--- src/rtl/sort_receiver.sv ---
// Serial-to-parallel frame receiver that counts ones and flags truncated frames.
// Optional build macro SORT_RX_ORDER_CHECK_EN adds a thermometer-order violation check to err.
module sort_receiver #(
  parameter int N = 8
) (
  input  logic                     ck,
  input  logic                     reset,
  input  logic                     din,
  input  logic                     vi,
  output logic [N-1:0]             word,
  output logic [$clog2(N+1)-1:0]   count,
  output logic                     done,
  output logic                     err,
  output logic                     rdy
);

  localparam int IW = $clog2(N);
  localparam int CW = $clog2(N + 1);
  localparam logic [IW-1:0] LAST = IW'(N - 1);

  typedef enum logic [1:0] {IDLE, RECV, DONE} state_t;

  state_t          state;
  logic [IW-1:0]   idx;
  logic [IW-1:0]   bpos;

  // Bit k of the frame lands MSB-first, so the write position counts down.
  assign bpos = LAST - idx;

`ifdef SORT_RX_ORDER_CHECK_EN
  logic seen_one;
  logic viol;
  logic viol_nxt;

  // A zero arriving after any one breaks the zeros-then-ones ordering.
  assign viol_nxt = viol | (seen_one & ~din);
`endif

  always_ff @(posedge ck) begin
    if (!reset) begin
      state <= IDLE;
      idx   <= '0;
      word  <= '0;
      count <= '0;
      done  <= 1'b0;
      err   <= 1'b0;
      rdy   <= 1'b1;
`ifdef SORT_RX_ORDER_CHECK_EN
      seen_one <= 1'b0;
      viol     <= 1'b0;
`endif
    end else begin
      done <= 1'b0;
      err  <= 1'b0;
      case (state)
        IDLE, DONE: begin
          if (vi) begin
            state <= RECV;
            idx   <= IW'(1);
            word  <= {din, {(N-1){1'b0}}};
            count <= CW'(din);
            rdy   <= 1'b0;
`ifdef SORT_RX_ORDER_CHECK_EN
            seen_one <= din;
            viol     <= 1'b0;
`endif
          end else begin
            state <= IDLE;
            rdy   <= 1'b1;
          end
        end
        RECV: begin
          if (vi) begin
            word[bpos] <= din;
            count      <= count + CW'(din);
`ifdef SORT_RX_ORDER_CHECK_EN
            seen_one <= seen_one | din;
            viol     <= viol_nxt;
`endif
            if (idx == LAST) begin
              state <= DONE;
              idx   <= '0;
              done  <= 1'b1;
              rdy   <= 1'b1;
`ifdef SORT_RX_ORDER_CHECK_EN
              err   <= viol_nxt;
`else
              err   <= 1'b0;
`endif
            end else begin
              idx <= idx + IW'(1);
            end
          end else begin
            // Frame cut short: keep the partial word/count, flag the error.
            state <= DONE;
            idx   <= '0;
            done  <= 1'b1;
            rdy   <= 1'b1;
            err   <= 1'b1;
          end
        end
        default: begin
          state <= IDLE;
          rdy   <= 1'b1;
        end
      endcase
    end
  end

endmodule

--- config.mk ---
export PLATFORM = sky130hd
export DESIGN_NAME = sort_receiver
export DESIGN_NICKNAME = d
export VERILOG_FILES = /design/src/rtl/sort_receiver.sv
export SDC_FILE = /design/constraint.sdc
export NUM_CORES = 1
export LEC_CHECK = 0
export CORE_MARGIN = 8
export CORE_UTILIZATION = 45
export CTS_CLUSTER_SIZE = 40
export DETAILED_ROUTE_END_ITERATION = 7
export MAX_ROUTING_LAYER = met4
export PLACE_DENSITY = 0.72
export SLEW_MARGIN = 20
export SYNTH_ARGS = -nofsm -noshare
export SYNTH_HDL_FRONTEND = slang
export SYNTH_SLANG_ARGS = --single-unit
--- constraint.sdc ---
create_clock -name ck -period 3.2 [get_ports ck]
set_input_delay 0.48 -clock ck [delete_from_list [all_inputs] [get_ports ck]]
set_output_delay 0.48 -clock ck [all_outputs]
set_load 0.05 [all_outputs]
* Word-level counts from Yosys, hierarchy flattened *
Index checks and enable logic that the tools add are counted.

word-level totals
  output and inout port bits = 15
  register bits = 20
  input port bits = 4

cells by class
  order comparisons = 2
  equality and inequality tests = 6
  mux-type cells = 23
  reduce and logical (&&, ||, !) cells = 7
  add/subtract/negate cells = 3

operator list
  operator                                                                             count
  8-bit two-way mux                                                                    2
  8-bit case mux with 2 select lines                                                   1
  3-bit two-way mux                                                                    3
  8-bit bitwise mux                                                                    1
  4-bit two-way mux                                                                    2
  4-bit case mux with 2 select lines                                                   1
  1-bit two-way mux                                                                    7
  3-bit case mux with 2 select lines                                                   1
  4-bit by 1-bit adder with 4-bit output                                               1
  3-bit by 4-bit less-than comparator with 1-bit output, second input constant         1
  2-bit two-way mux                                                                    2
  2-bit inequality test, second input constant                                         2
  2-bit case mux with 2 select lines                                                   1
  2-bit AND reduction                                                                  2
  3-bit by 1-bit adder with 3-bit output, second input constant                        1
  1-bit demux with 3-bit select                                                        1
  3-bit == test, second input constant                                                 1
  3-bit by 1-bit greater-or-equal comparator with 1-bit output, second input constant  1
  3-bit inequality test, second input constant                                         1
  3-bit AND reduction                                                                  1
  3-bit subtractor, first input constant                                               1
  2-bit by 1-bit == test with 1-bit output, second input constant                      1
  2-bit == test, second input constant                                                 1
  2-bit logical NOT                                                                    1
  4 further kinds                                                                      4

* Longest topological paths before layout *
Gate-level depths: netlist of the first run.

  depth after elaboration = 8
  mapped depth = 5
  depth with buffers taken out = 5

* Worst setup path after synthesis of the first run *
Ideal clock, no wire load.

  kind = register to register
  from = register count[0]
  to = register count[2]
  arrival time = 1401 ps
  stages on the path, launching flop included = 6
  data required time = 3085 ps
  library setup time = 115 ps
  path buffers = 0
  setup slack = 1684 ps
  path through = dfxtp_1 ha_1 ha_1 nor2b_1 o22ai_1 o21a_1

between the ends
  word-level cells in the longest chain between the ends = 3

RTL lines
  what                                    line  source
  from (decl)                             11    output logic [$clog2(N+1)-1:0] count,
  from (signal assigned)                  61    count <= CW'(din);
  from (signal assigned)                  75    count <= count + CW'(din);
  4-bit by 1-bit adder with 4-bit output  75
  4-bit two-way mux                       73    if (vi) begin
  4-bit case mux with 2 select lines      55    case (state)

No other way between the ends. The select of a mux whose other input is x is not followed.
A chain may end at the register's enable or synchronous reset.

* Worst setup path after layout of the first run *
  from = register count[1]
  to = output count[1]

No word-level cell between the ends.

==> results.md, run 1 <==
- Outcome: completed
- Post-route fraction of the period consumed by the critical path: 62.2%
- Worst relative slew slack: 58.9%
- Final core occ: 55.3%
- Clock-pin slew on the worst setup and hold paths: 110 ps
- Routed Wire Length: 2020 um
- Fraction of final layout cells with drive strength greater than 1: 4.10%
- Warnings from Yosys: 0
- Global-route wire length before repair: 3730 um
- Number of pins with negative max-slew slack in the final report: 0
- Longest individual stage delay on the worst path: 830 ps
- Maximum count of clock buffers along a single path: 2
- Kind of capture point of the worst setup path: primary output
- Worst hold slack after final layout: 456 ps
- Number of max-cap violations: 0
- Area of the multi-input gates: 523 um^2
- Total global routing track utilization: 11.6%
- Syn Std Cell Area: 973 um^2
- Setup clock skew after layout: 5.24 ps
- Mean post-synth cell area: 9.01 um^2
- Leading register cell type out of synthesis: dfxtp_1
- Half-perimeter wire length of the detailed placement result: 1460 um
- Post-detailed-route via-to-cell ratio: 5.56
- Maximum number of pins on one net before global-route repair: 21
- Capturing instance or port of the critical path: count[1]
- Commonest non-fill, non-tap cell in the layout: dfxtp_1
- Standard cell with the maximum stage delay on the critical path: clkdlybuf4s50_1
- Sequential cell area: 400 um^2
- CTS-repair resized insts: 0
- Antenna diode count: 0
- Count of state elements after synthesis: 20
- R2R Setup Slk: 1710 ps
- Number of levels the H-tree was split into: 1
- P_leak: 0.454 nW
- Remaining global-route overflow: 0
- Crit path kind: flop to primary output
- Required time of the critical path: 2720 ps
- Worst min-delay path category: flop to flop
- Final hold viol count: 0
- Hold Crit Depth: 2
- Power density of the placed cells: 384 mW/mm^2
- Final weighted congestion of routability-driven global placement: 0.768
- Placement row count: 17
- Vert. Die Dim: 62.5 um
- Peak fanout along the critical path: 4
- Worst Tran Pin Value: 615 ps
- Post-synthesis sequential area ratio: 41.1%
- Min cycle time layout: 1990 ps
- Io pins: 19
- Final setup violation count: 0
- Arr. time, crit path: 1510 ps
- Fin Setup TNS: 0 ps
- Leading cell types in the layout, fill and taps excluded: dfxtp_1, clkdlybuf4s50_1, and3_1
- Nets: 132
- Total stage count of the critical path: 1
- Average routed wire per standard cell: 13.5 um
- Post-CTS setup repair buffer count: 0
- Reg-to-Reg End: word[4]
- RSZ-0062 raised after global routing: false
- Area growth from synthesis to layout: 20.8%
- Number of synthesized flops with an enable pin: 0
- First-pass iteration count of the detailed router: 4
- Count of unresolved DRC violations after routing: 0
- Starting Density: 45.8%
- Kind of cell adding the most delay to the critical path: buffers and inverters
- CP startpoint kind: flop
- Nets in the synthesized netlist: 116
- Core box area: 0.00213 mm^2
- Hold-fix buffers, CTS: 0
- Die Area: 0.00391 mm^2
- Count of clock tree sinks: 20
- Number of I/O port buffers: 18
- Die X-Extent: 62.5 um
- Gate Count Post-Synth: 108
- Maximum operating frequency: 0.502 GHz
- Cts bufs inserted: 3
- Via count of the first global-routing pass: 834
- Total number of vias: 834
- Final ANT Viol Nets: 0
- Worst reg2reg startpoint: state[0]
- CP Cell Sequence: clkdlybuf4s50_1
- Number of unique standard cell types used by synthesis: 32
- Filler cell count: 211
- Buffers and inverters on the worst path: 1
- Number of DRC markers after the initial detailed-route iteration: 14
- Root buf cell: clkbuf_4
- Clock latency reported for the late side of the worst-skew pair: 290 ps
- TritonCTS clock tree: yes
- Launching element of the worst setup path: count[1]
- Maximum VDD drop: 0.250 mV
- Post-synthesis async set-or-reset flop share: 0%
- Total power after layout: 451 uW
- Register-to-Register Path Depth: 3
- Antenna violations before repair: 0
## where the power goes
group | leakage (nW) | total [mW] | internal (mW) | switching (mW)
registers | 0.163 | 0.269 | 0.257 | 0.0120
clock network | 0.0138 | 0.116 | 0.0438 | 0.0723
logic | 0.277 | 0.0667 | 0.0258 | 0.0409
total | 0.454 | 0.451 | 0.326 | 0.125
## stage by stage
| step | instances | setup WS, ps | area (um^2) |
|---|---|---|---|
| after global routing | 150 | 1130 | 1180 |
| after CTS | 150 | 1180 | 1180 |
| final | 150 | 1210 | 1180 |
| after global placement | 147 | 1060 | 1150 |
| after floorplan | 108 | 1680 | 973 |
| after detailed placement | 147 | 974 | 1150 |
## state kept, by name, indices dropped and copies added (netlist names)
| register | count |
|---|---|
| done | 1 |
| rdy | 1 |
| err | 1 |
| state | 2 |
| word | 8 |
| count | 4 |
| idx | 3 |
## routing by layer
metal / global-route usage, % / vias to the layer above / part of all wire, %
li1: - / 429 / -
met1: 13.5 / 386 / 51
met2: 17.7 / 15 / 45
met3: 2.87 / 4 / 2.2
met4: 6.84 / 0 / 1.9
met5: - / - / 0
## final cells by class
cell class / instances / share of cell area [%]
multi-input cells: 78 / 44.5
flip-flops and latches: 20 / 34.0
inverters: 2 / 0.638
well taps: 28 / 2.98
repair buffers: 19 / 16.0
clock buffers: 3 / 1.91
## worst min-delay path, cell delays in order, from the launching register on
cell and delay (ps):
dfxtp_1 330, nand2_1 50, nand2_1 40
## worst min path at each step
| stage | startpoint | end |
|---|---|---|
| 6_report | rdy | rdy |
| 3_5_place_dp | rdy | rdy |
| 4_1_cts | rdy | rdy |
| 2_1_floorplan | idx[1] | idx[1] |
| 5_1_grt | rdy | rdy |
| 3_3_place_gp | rdy | rdy |
## cell usage after synthesis, types with 3 or more instances
master | instances | share of area [%]
nor2b_1 | 6 | 3.9
a32o_1 | 7 | 7.2
ha_1 | 4 | 5.1
a21boi_1 | 3 | 2.3
nand3_1 | 6 | 3.1
o21ai_1 | 4 | 2.1
dfxtp_1 | 20 | 41
clkbuf_1 | 3 | 1.2
and3_1 | 9 | 5.8
nand4_1 | 5 | 3.2
buf_2 | 4 | 2.1
nor2_1 | 5 | 1.9
nand2_1 | 7 | 2.7
## cell families after synthesis
kind of cell	count (synthesis)	share of synthesized area, %
AOI/OAI and AO/OA	26	20.4
adders and majority gates	4	5.14
buffers and inverters	10	5.14
DFF	20	41.1
and+or+nand+nor	48	28.1
(Power assumes the default switching activity.)
==> inputs of run 2 (changes only) <==
==> constraint.sdc (replaced) <==
create_clock -name ck -period 2.01 [get_ports ck]
set_input_delay 0.3015 -clock ck [delete_from_list [all_inputs] [get_ports ck]]
set_output_delay 0.3015 -clock ck [all_outputs]
set_load 0.05 [all_outputs]
==> results.md, run 2 (synthesis results as in run 1) <==
- Required time of the critical path: 1710 ps (-1010 ps)
- Post-detailed-route via-to-cell ratio: 5.58 (+0.32%)
- Largest regs: word: 8 flops, count: 4 flops, idx: 3 flops
- Global-route wire length before repair: 3850 um (+3.3%)
- CP startpoint kind: flop
- First-pass iteration count of the detailed router: 4 (unchanged)
- Count of clock tree sinks: 20 (unchanged)
- Number of levels the H-tree was split into: 1 (unchanged)
- Fraction of final layout cells with drive strength greater than 1: 7.14% (+3.0 points)
- Final hold viol count: 0 (unchanged)
- Worst relative slew slack: 66.2% (+7.4 points)
- Final setup violation count: 0 (unchanged)
- Worst reg2reg startpoint: idx[0]
- Io pins: 19 (unchanged)
- Crit path kind: flop to primary output
- Maximum VDD drop: 0.571 mV (+130%)
- Total number of vias: 859 (+3.0%)
- Area growth from synthesis to layout: 26.2%
- P_leak: 0.482 nW (+6.4%)
- Post-CTS setup repair buffer count: 0 (unchanged)
- Number of DRC markers after the initial detailed-route iteration: 24 (+10)
- Maximum number of pins on one net before global-route repair: 21 (unchanged)
- Core box area: 0.00213 mm^2 (unchanged)
- Peak fanout along the critical path: 4 (unchanged)
- Number of pins with negative max-slew slack in the final report: 0 (unchanged)
- Routed met2 length: 1000 um (+11%)
- Outcome: completed
- CTS-repair resized insts: 0 (unchanged)
- Total power after layout: 872 uW (+93%)
- Kind of cell adding the most delay to the critical path: buffers and inverters
- Register-to-Register Path Depth: 5 (+2)
- Commonest non-fill, non-tap cell in the layout: dfxtp_1
- Post-route fraction of the period consumed by the critical path: 90.4%
- RSZ-0062 raised after global routing: false
- Antenna violations before repair: 0 (unchanged)
- Count of unresolved DRC violations after routing: 0 (unchanged)
- Die Area: 0.00391 mm^2 (unchanged)
- CP Cell Sequence: clkdlybuf4s50_1
- Starting Density: 45.8% (unchanged)
- Longest individual stage delay on the worst path: 820 ps (about the same)
- Nets: 135 (+2.3%)
- Maximum count of clock buffers along a single path: 2 (unchanged)
- Total global routing track utilization: 12.1% (+0.45 points)
- Root buf cell: clkbuf_4
- Remaining global-route overflow: 0 (unchanged)
- Antenna diode count: 0 (unchanged)
- Buffers and inverters on the worst path: 1 (unchanged)
- PnR worst setup slack: 193 ps (-1020 ps)
- Total stage count of the critical path: 1 (unchanged)
- Worst hold slack after final layout: 449 ps (-6.29 ps)
- Clock-pin slew on the worst setup and hold paths: 120 ps (about the same)
- TritonCTS clock tree: yes
- Worst min-delay path category: flop to flop
- Setup clock skew after layout: 5.68 ps (+0.439 ps)
- Worst slack at placement: 196 ps (-778 ps)
- Standard cell with the maximum stage delay on the critical path: clkdlybuf4s50_1
- Hold Crit Depth: 2 (unchanged)
- Number of I/O port buffers: 18 (unchanged)
- Fin Setup TNS: 0 ps (unchanged)
- Reg with most FFs: word
- Hold-fix buffers, CTS: 0 (unchanged)
- Kind of capture point of the worst setup path: primary output
- Average routed wire per standard cell: 14.0 um (+4.1%)
- Half-perimeter wire length of the detailed placement result: 1570 um (+7.1%)
- Launching element of the worst setup path: count[1]
- Die X-Extent: 62.5 um (unchanged)
- Final weighted congestion of routability-driven global placement: 0.843 (+9.8%)
- Final ANT Viol Nets: 0 (unchanged)
- Cts bufs inserted: 3 (unchanged)
- Filler cell count: 206 (-2.4%)
- Clock latency reported for the late side of the worst-skew pair: 300 ps (about the same)
- Power density of the placed cells: 710 mW/mm^2 (+85%)
- Arr. time, crit path: 1520 ps (about the same)
- Routed Wire Length: 2160 um (+6.9%)
- Worst Tran Pin Value: 506 ps (-109 ps)
- Placed cell area: 0.00118 mm^2 (+2.0%)
- Max reg flops: 8 (unchanged)
- Post-route standard cell area excluding fillers: 0.00123 mm^2 (+4.5%)
- Vert. Die Dim: 62.5 um (unchanged)
- Detailed route wirelength on metal3: 84 um (+91%)
- Min cycle time layout: 1820 ps
- Min-Delay Startpoint: rdy
- Placement row count: 17 (unchanged)
- Topmost layer with routed signal wires: met4
- Maximum operating frequency: 0.550 GHz
- Detailed-route wire length on metal 1: 1040 um (about the same)
- Leading cell types in the layout, fill and taps excluded: dfxtp_1, clkdlybuf4s50_1, and3_1
- Via count of the first global-routing pass: 830 (-0.48%)
- Number of max-cap violations: 0 (unchanged)
[run 2: cell types whose count changed in the layout (fill, tap and decap cells not counted)]
| cell | delta |
|---|---|
| bufinv_16 | +1 |
| buf_4 | +3 |
[run 2: layout make-up]
cell class	instances	area (um^2)	share of cell area, %
clock buffer	3	22.5	1.83
multi-input combinational	78	523	42.6
inverter	2	7.51	0.611
timing repair buffer	22	210	17.1
sequential	20	400	32.6
clock inverter	1	30.0	2.44
tap	28	35.0	2.85
[run 2: path summary, 6_finish.rpt]
path                   end  slack, ps
hold reg to reg        rdy        450
setup reg to reg    idx[1]        540
hold / removal         rdy        450
setup / recovery  count[1]        190
[run 2: per-stage QoR]
| step | instances | util (%) |
|---|---|---|
| 2_1_floorplan | 108 | - |
| 3_3_place_gp | 150 | 55.3 |
| 3_5_place_dp | 150 | 55.3 |
| 4_1_cts | 154 | 57.8 |
| 5_1_grt | 154 | 57.8 |
| 6_report | 154 | 57.8 |
[run 2: power by group]
part / internal (mW) / switching (mW)
sequential: 0.409 / 0.0180
clock: 0.202 / 0.129
combinational: 0.0453 / 0.0695
[run 2: metal layers]
metal | track usage, % | vias up
met2 | 17.6 | 15
met4 | 6.84 | 0
met5 | - | -
met3 | 3.58 | 4
met1 | 14.4 | 406
li1 | - | 434
[run 2: worst reg2reg max path: stages, from the launching register on]
cell	delay [ps]
dfxtp_1	450
ha_1	270
ha_1	210
nor2b_1	220
nand3_1	110
a21boi_1	150
==> inputs of run 3 (changes only) <==
--- a/config.mk
+++ b/config.mk
@@ -9,6 +9,7 @@
 export CORE_UTILIZATION = 45
 export CTS_CLUSTER_SIZE = 40
 export DETAILED_ROUTE_END_ITERATION = 7
+export HOLD_SLACK_MARGIN = 0.08
 export MAX_ROUTING_LAYER = met4
 export PLACE_DENSITY = 0.72
 export SLEW_MARGIN = 20
==> results of run 3 <==
The final DEF is identical to that of run 2; final timing and power are the same.
